==> src/rtl/dbg_guv_log_arb_if.sv <==
// dbg_guv_log_arb_if
//   AXI-Stream log bundle around the log arbiter: N_IN flattened inputs on
//   one side, one merged output on the other.
//   Modports:
//     slave  - the arbiter: consumes in_*, out_TREADY; drives in_TREADY, out_*
//     master - the environment: drives in_*, out_TREADY; observes the rest
interface dbg_guv_log_arb_if #(
  parameter int N_IN       = 4,
  parameter int SEL_WIDTH  = 2,
  parameter int DATA_WIDTH = 72
);
  logic [N_IN*DATA_WIDTH-1:0] in_TDATA;
  logic [N_IN-1:0]            in_TVALID;
  logic [N_IN-1:0]            in_TREADY;
  logic [N_IN-1:0]            in_TLAST;
  logic [DATA_WIDTH-1:0]      out_TDATA;
  logic                       out_TVALID;
  logic                       out_TREADY;
  logic                       out_TLAST;
  logic [SEL_WIDTH-1:0]       out_TDEST;

  modport slave (
    input  in_TDATA, in_TVALID, in_TLAST, out_TREADY,
    output in_TREADY, out_TDATA, out_TVALID, out_TLAST, out_TDEST
  );

  modport master (
    output in_TDATA, in_TVALID, in_TLAST, out_TREADY,
    input  in_TREADY, out_TDATA, out_TVALID, out_TLAST, out_TDEST
  );
endinterface

==> src/rtl/dbg_guv_log_arb.sv <==
// dbg_guv_log_arb
//   Round-robin merge of N_IN dbg_guv log streams onto one AXI-Stream output.
//   A grant is taken in IDLE (one bubble cycle) and the granted input is then
//   passed through combinationally; out_TDEST carries the granted index.
//
//   Ports:
//     clk  - single clock, rising edge
//     rst  - synchronous active-high reset
//     bus  - dbg_guv_log_arb_if.slave (in_TDATA/in_TVALID/in_TLAST/in_TREADY,
//            out_TDATA/out_TVALID/out_TLAST/out_TDEST/out_TREADY)
//
//   Build option:
//     DBG_LOG_ARB_PKT_LOCK_EN - defined: hold the grant until a TLAST flit is
//       transferred (packets never interleave). Undefined: release the grant
//       after every output transfer (per-flit interleave, 1 flit / 2 cycles).
module dbg_guv_log_arb #(
  parameter int N_IN       = 4,
  parameter int SEL_WIDTH  = 2,
  parameter int DATA_WIDTH = 72
) (
  input logic               clk,
  input logic               rst,
  dbg_guv_log_arb_if.slave  bus
);

  typedef enum logic {IDLE, BUSY} state_t;

  state_t                 r_state;
  logic [SEL_WIDTH-1:0]   r_grant;
  logic [SEL_WIDTH-1:0]   r_last;

  logic                   w_busy;
  logic                   w_found;
  logic [SEL_WIDTH-1:0]   w_next;
  logic                   w_vld;
  logic                   w_lst;
  logic [DATA_WIDTH-1:0]  w_data;
  logic                   w_xfer;

  assign w_busy = (r_state == BUSY);

  // Round-robin search: first valid index at last+1, last+2, ... mod N_IN.
  // Written as constant-index compares so no index ever reaches N_IN..2^SEL-1.
  always_comb begin
    w_found = 1'b0;
    w_next  = '0;
    for (int k = 1; k <= N_IN; k++) begin
      for (int i = 0; i < N_IN; i++) begin
        if (!w_found && bus.in_TVALID[i] &&
            (((int'(r_last) + k) % N_IN) == i)) begin
          w_found = 1'b1;
          w_next  = SEL_WIDTH'(i);
        end
      end
    end
  end

  // Granted-input mux.
  always_comb begin
    w_vld  = 1'b0;
    w_lst  = 1'b0;
    w_data = '0;
    for (int i = 0; i < N_IN; i++) begin
      if (r_grant == SEL_WIDTH'(i)) begin
        w_vld  = bus.in_TVALID[i];
        w_lst  = bus.in_TLAST[i];
        w_data = bus.in_TDATA[i*DATA_WIDTH +: DATA_WIDTH];
      end
    end
  end

  // Pass-through in BUSY; IDLE presents nothing and accepts nothing.
  always_comb begin
    bus.out_TVALID = w_busy & w_vld;
    bus.out_TLAST  = w_busy & w_lst;
    bus.out_TDATA  = w_data;
    bus.out_TDEST  = r_grant;
    for (int i = 0; i < N_IN; i++) begin
      bus.in_TREADY[i] = w_busy && (r_grant == SEL_WIDTH'(i)) && bus.out_TREADY;
    end
  end

  assign w_xfer = bus.out_TVALID & bus.out_TREADY;

  always_ff @(posedge clk) begin
    if (rst) begin
      r_state <= IDLE;
      r_grant <= '0;
      r_last  <= SEL_WIDTH'(N_IN - 1);  // input 0 wins first
    end else begin
      case (r_state)
        IDLE: begin
          if (w_found) begin
            r_grant <= w_next;
            r_state <= BUSY;
          end
        end
        BUSY: begin
`ifdef DBG_LOG_ARB_PKT_LOCK_EN
          if (w_xfer && bus.out_TLAST) begin
            r_last  <= r_grant;
            r_state <= IDLE;
          end
`else
          if (w_xfer) begin
            r_last  <= r_grant;
            r_state <= IDLE;
          end
`endif
        end
        default: r_state <= IDLE;
      endcase
    end
  end

endmodule

==> src/flat_wrapper.sv <==
// flat-port wrapper written by rule: the top's interface ports become plain ports
module dbg_guv_log_arb_flat 
#(
  parameter int N_IN       = 4,
  parameter int SEL_WIDTH  = 2,
  parameter int DATA_WIDTH = 72
)
  (clk, rst, bus_in_TDATA, bus_in_TVALID, bus_in_TLAST, bus_out_TREADY, bus_in_TREADY, bus_out_TDATA, bus_out_TVALID, bus_out_TLAST, bus_out_TDEST);
  dbg_guv_log_arb_if #(.N_IN(N_IN), .SEL_WIDTH(SEL_WIDTH), .DATA_WIDTH(DATA_WIDTH)) bus_i ();
  input logic clk;
  input logic rst;
  input wire logic [$bits(bus_i.in_TDATA)-1:0] bus_in_TDATA;
  input wire logic [$bits(bus_i.in_TVALID)-1:0] bus_in_TVALID;
  input wire logic [$bits(bus_i.in_TLAST)-1:0] bus_in_TLAST;
  input wire logic [$bits(bus_i.out_TREADY)-1:0] bus_out_TREADY;
  output wire logic [$bits(bus_i.in_TREADY)-1:0] bus_in_TREADY;
  output wire logic [$bits(bus_i.out_TDATA)-1:0] bus_out_TDATA;
  output wire logic [$bits(bus_i.out_TVALID)-1:0] bus_out_TVALID;
  output wire logic [$bits(bus_i.out_TLAST)-1:0] bus_out_TLAST;
  output wire logic [$bits(bus_i.out_TDEST)-1:0] bus_out_TDEST;
  assign bus_i.in_TDATA = bus_in_TDATA;
  assign bus_i.in_TVALID = bus_in_TVALID;
  assign bus_i.in_TLAST = bus_in_TLAST;
  assign bus_i.out_TREADY = bus_out_TREADY;
  assign bus_in_TREADY = bus_i.in_TREADY;
  assign bus_out_TDATA = bus_i.out_TDATA;
  assign bus_out_TVALID = bus_i.out_TVALID;
  assign bus_out_TLAST = bus_i.out_TLAST;
  assign bus_out_TDEST = bus_i.out_TDEST;
  dbg_guv_log_arb #(.N_IN(N_IN), .SEL_WIDTH(SEL_WIDTH), .DATA_WIDTH(DATA_WIDTH)) u_core (.clk(clk), .rst(rst), .bus(bus_i));
endmodule
==> config.mk <==
export PLATFORM = sky130hd
export DESIGN_NAME = dbg_guv_log_arb_flat
export DESIGN_NICKNAME = d
export VERILOG_FILES = /design/src/rtl/dbg_guv_log_arb_if.sv /design/src/rtl/dbg_guv_log_arb.sv /design/src/flat_wrapper.sv
export SDC_FILE = /design/constraint.sdc
export NUM_CORES = 1
export LEC_CHECK = 0
export ABC_AREA = 1
export BUFFER_PORTS_ARGS = -buffer_cell sky130_fd_sc_hd__buf_2
export CAP_MARGIN = 25
export CELL_PAD_IN_SITES_DETAIL_PLACEMENT = 1
export CELL_PAD_IN_SITES_GLOBAL_PLACEMENT = 2
export CORE_ASPECT_RATIO = 0.6
export CORE_MARGIN = 2
export CORE_UTILIZATION = 11
export CTS_CLUSTER_DIAMETER = 30
export DETAILED_ROUTE_END_ITERATION = 8
export PLACE_DENSITY_LB_ADDON = 0.1
export SLEW_MARGIN = 10
export SYNTH_ARGS = -nofsm -noshare
export SYNTH_HDL_FRONTEND = slang
export SYNTH_SLANG_ARGS = --single-unit
==> constraint.sdc <==
create_clock -name clk -period 2.4 [get_ports clk]
set_input_delay 0.36 -clock clk [delete_from_list [all_inputs] [get_ports clk]]
set_output_delay 0.36 -clock clk [all_outputs]
set_load 0.01 [all_outputs]
## After elaboration in Yosys (flattened, before gate mapping)

Cells that the tools add are included.
Widths: inputs -> output; s select.

| storage, ports and cells | value |
|---|---|
| flip-flop bits (word level) | 5 |
| input bits | 299 |
| output and inout port bits | 80 |

| operators by class | value |
|---|---|
| add/subtract/negate cells | 4 |
| equal/unequal tests | 15 |
| muxes and demuxes | 46 |
| bitwise logic cells | 8 |
| reductions and logical operators | 65 |

Operators by type and width:

| cell | number |
|---|---|
| $mux 72 | 4 |
| $logic_not 32->1 | 4 |
| $logic_and 1x1->1 | 39 |
| $mux 2 | 14 |
| $mux 1 | 27 |
| $eq 3x3->1 const B | 8 |
| $logic_not 1->1 | 15 |
| $eq 3x2->1 const B | 4 |
| $reduce_or 2->1 | 4 |
| $add 2x1->2 const B | 2 |
| $add 2x2->2 const B | 2 |
| $and 1x1->1 const A | 4 |
| $eq 2x2->1 const B | 2 |
| $reduce_and 2->1 | 2 |
| $and 1x1->1 | 3 |
| $eq 2x1->1 const B | 1 |
| $logic_not 2->1 | 1 |
| $pmux 1 s2 | 1 |
| $not 1->1 | 1 |

## Depth between registers and ports, before layout

| depth | value |
|---|---|
| depth after elaboration | 68 |
| depth in mapped cells | 13 |
| mapped depth without buffers | 13 |

## Worst setup path after synthesis

No wires, ideal clock.

| path | value |
|---|---|
| path type | flip-flop to output port |
| from | register u_core.r_grant[1] (netlist: u_core.bus.out_TDEST[1]) |
| to | output bus_out_TDATA[13] |
| data arrival time | 1511 ps |
| data required time | 2040 ps |
| path slack | 529 ps |
| cell stages (with the launch flop) | 6 |
| cell sequence | dfxtp_1 > inv_1 > nor2_1 > clkbuf_1 > a221oi_1 > a21oi_1 |

| on the way | value |
|---|---|
| word-level cells in the longest chain between the ends | 5 |

RTL lines:

| element | line | RTL |
|---|---|---|
| start, declared | dbg_guv_log_arb.sv:29 | `logic [SEL_WIDTH-1:0] r_grant;` |
| start signal, assigned | dbg_guv_log_arb.sv:94 | `r_grant <= w_next;` |
| $logic_not 2->1 | dbg_guv_log_arb.sv:64 | `if (r_grant == SEL_WIDTH'(i)) begin` |
| $mux 72 (3 in series) | dbg_guv_log_arb.sv:64 |  |
| $mux 72 * | dbg_guv_log_arb.sv:64 |  |
| end, declared | flat_wrapper.sv:17 | `output wire logic [$bits(bus_i.out_TDATA)-1:0] bus_out_TDATA;` |

Mark *: on every way between the ends. The rest lies on a longest branch, timed or not.

## Final worst setup path

| path | value |
|---|---|
| from | register u_core.r_grant[0] (netlist: u_core.bus.out_TDEST[0]) |
| to | output bus_out_TDATA[69] |

The elaborated chain is that of the path after synthesis.

==> results_dict.tcl <==
set metrics [dict create \
    post_cts_buffers 0 \
    via_per_inst 4.338 \
    cp.arrival_ns 1.83 \
    yosysUniqueCellTypes 24 \
    syn-num-nets 773 \
    final_cell_mix "buf_2 (378), nand2_1 (181), nand3_1 (54)" \
    ir_worst_vdd_mv 0.2064 \
    dr.pass1.iters 4 \
    clockBufferDepth 2 \
    grt_max_degree 52 \
    grt_pass1_wl_um 27390 \
    top_usage_layer "met2" \
    setup_tns_ns 0 \
    path_delay_family "buffers and inverters" \
    startpoint "u_core.bus.out_TDEST[0]" \
    worst-setup-path-type "flip-flop to output pin" \
    initial_core_util_pct 11.12 \
    synth_warnings 0 \
    dp_hpwl_um 15600 \
    post-route-drc-count 0 \
    finClkSkew_ns 0.001421 \
    worst_pin_slew_ns 0.5661 \
    clock-sinks 5 \
    timing.final.crit_share_pct 91.08 \
    layout-drive-gt1-share_pct 49.34 \
    final_common_cell "buf_2" \
    yosys-top-cells-area "nand2_1 (29%), nand4_1 (13%), nand3_1 (12%), a221oi_1 (10%), nor2_1 (8.1%)" \
    crit_fanout 51 \
    start_kind "flip-flop" \
    worstPathRequired_ns 2.04 \
    grt_pass1_vias 4987 \
    hold_viol 0 \
    dieArea_um2 22270 \
    cts_tree "built" \
    synth_seq_cells 5 \
    yosysTopAreaCell "nand2_1" \
    yosysTopAreaCellShare_pct 29.34 \
    finalMaxSlewViolations 0 \
    status "complete, no violations" \
    slew_headroom_pct 62.26 \
    cp.depth 6 \
    reg2reg_to "u_core.bus.out_TDEST[0]" \
    reg2reg_slack_ns 0.58 \
    final_util_pct 22.35 \
    min_path_type "input pin to flip-flop" \
    met2_usage_pct 28.50 \
    maxCapViolCount 0 \
    min_period_ns 2.186 \
    rsz0062_at_grt "false" \
    postSynthCellCount 474 \
    grtUsageMet1_pct 19.10 \
    ioPinCount 379 \
    clk_latency_ns 0.23 \
    gp_congestion 0.8247 \
    drt_iter0_drc 128 \
    fillers 2788 \
    htree_levels 1 \
    path_cells "nand2_1, inv_4, buf_12, a221oi_1, a21oi_1, buf_2" \
    drt_wl_total_um 18900 \
    routed-via-count 4828 \
    path_clk_slew_ns 0.03 \
    netlist_area_um2 2316 \
    postRouteAntennaNets 0 \
    yosysSeqAreaShare_pct 4.322 \
    crit_slowest_cell "dfxtp_4" \
    port_buffers 378 \
    end_kind "output pin" \
    synth_area_per_cell_um2 4.886 \
    power_density_nw_per_um2 460.2 \
    finalSetupViolations 0 \
    cp-endpoint "bus_out_TDATA[69]" \
    chipHeight_um 116.4 \
    p_total_uw 2143 \
    numCtsBuffers 3 \
    avgRoutedWirePerCell_um 16.98 \
    max_stage_delay_ns 0.52 \
    track_usage_pct 15.59 \
    fp.dieW_um 191.3 \
    r2r-start "u_core.r_last[1]" \
    core.rowCount 41 \
    power_leakage_uw 0.002500 \
    cp_num_buf_inv 3 \
    cts-root-buf "clkbuf_16" \
    hold_buffers 0 \
    r2r_cells 12 \
    syn_to_final_growth_pct 101.0 \
    fmax_mhz 457.5 \
    nets 1131 \
    overflow 0 \
    antenna_found_initial 3 \
    core_area_um2 20830 \
    grtUsageMet3_pct 3.005 \
]
==> Yosys cell counts <==
library cell and number:
nor2_2 1, nor2_4 2, nor3b_1 1, nand4_1 48, nand2_1 181, nand4_2 2, o21ai_1 1, a221oi_1 27
o21bai_1 1, inv_1 18, nor2_1 50, nand4_4 1, inv_2 2, clkbuf_1 33, nand2_2 4, o211ai_1 2
buf_2 1, buf_1 4, o221ai_1 2, o21ai_0 5, a21oi_1 28, nand3_1 54, nor3_1 1, dfxtp_1 5
==> worst min path at each step <==
stage | start | to | slack, ns | depth (start not counted)
CTS | rst | u_core.r_last[0] | 0.47 | 3
finish | rst | u_core.r_last[0] | 0.45 | 3
detailed placement | u_core.r_last[0] | u_core.r_last[0] | 0.59 | 2
floorplan | rst | u_core.r_last[0] | 0.53 | 2
global placement | u_core.r_last[0] | u_core.r_last[0] | 0.58 | 2
global route | rst | u_core.r_last[1] | 0.49 | 3
==> per-layer routing <==
layer,up-vias,wire length (um)
met3,18,1437
met2,205,9292
met4,4,272
met1,2231,7875
li1,2370,-
met5,-,27
==> cells by family after synthesis <==
kind of cell | Yosys count | synth area share, %
AO/OA/AOI/OAI | 66 | 19.29
buffers and inverters | 58 | 9.454
AND/OR/NAND/NOR | 345 | 66.94
flip-flops | 5 | 4.322
==> report_power, final <==
group          total (uW)  leakage, uW  switching (uW)  internal, uW
logic                1740      0.00242            1020           721
clock network         277    0.0000382            56.3           220
registers             128    0.0000421            32.1          95.4
==> registers in the layout, indices dropped and copies added, names as in the netlist <==
signal	cells
u_core.bus.out_TDEST	2
u_core.r_last	2
u_core.r_state	1
==> worst reg2reg max path, cell delays in order (launching register included) <==
cell,delay (ns)
dfxtp_1,0.40
inv_1,0.10
nor2_1,0.15
nand2_1,0.11
nor3b_1,0.17
nand3_1,0.08
nand3_1,0.09
nor2_1,0.11
o21ai_0,0.10
nor2_1,0.10
nand2_1,0.07
o21ai_0,0.16
nor2_1,0.06
==> area by class of cell <==
| class | instances | area, um^2 | area share (%) |
|---|---|---|---|
| timing repair buffer | 391 | 2027 | 43.54 |
| antenna | 3 | 7.507 | 0.1612 |
| inverter | 20 | 77.57 | 1.666 |
| clock buffer | 4 | 78.83 | 1.693 |
| sequential | 5 | 103.9 | 2.231 |
| multi-input combinational | 411 | 2012 | 43.21 |
| tap | 279 | 349.1 | 7.498 |
==> stage by stage <==
stage	instance area, um^2	setup slack, ns	cells	hold slack, ns
2_1_floorplan	2316	0.5295	474	0.5260
3_3_place_gp	4567	0.3888	1106	0.5807
3_5_place_dp	4567	0.3725	1106	0.5923
4_1_cts	4646	0.1269	1110	0.4654
5_1_grt	4651	0.05105	1111	0.4895
6_report	4656	0.2141	1113	0.4543
==> repair_timing <==
item,CTS,global route
resized for setup,0,1
endpoints found under the setup margin,0,1
endpoints found under the hold margin,0,0
Note: power is estimated with default switching activity, not from simulation.
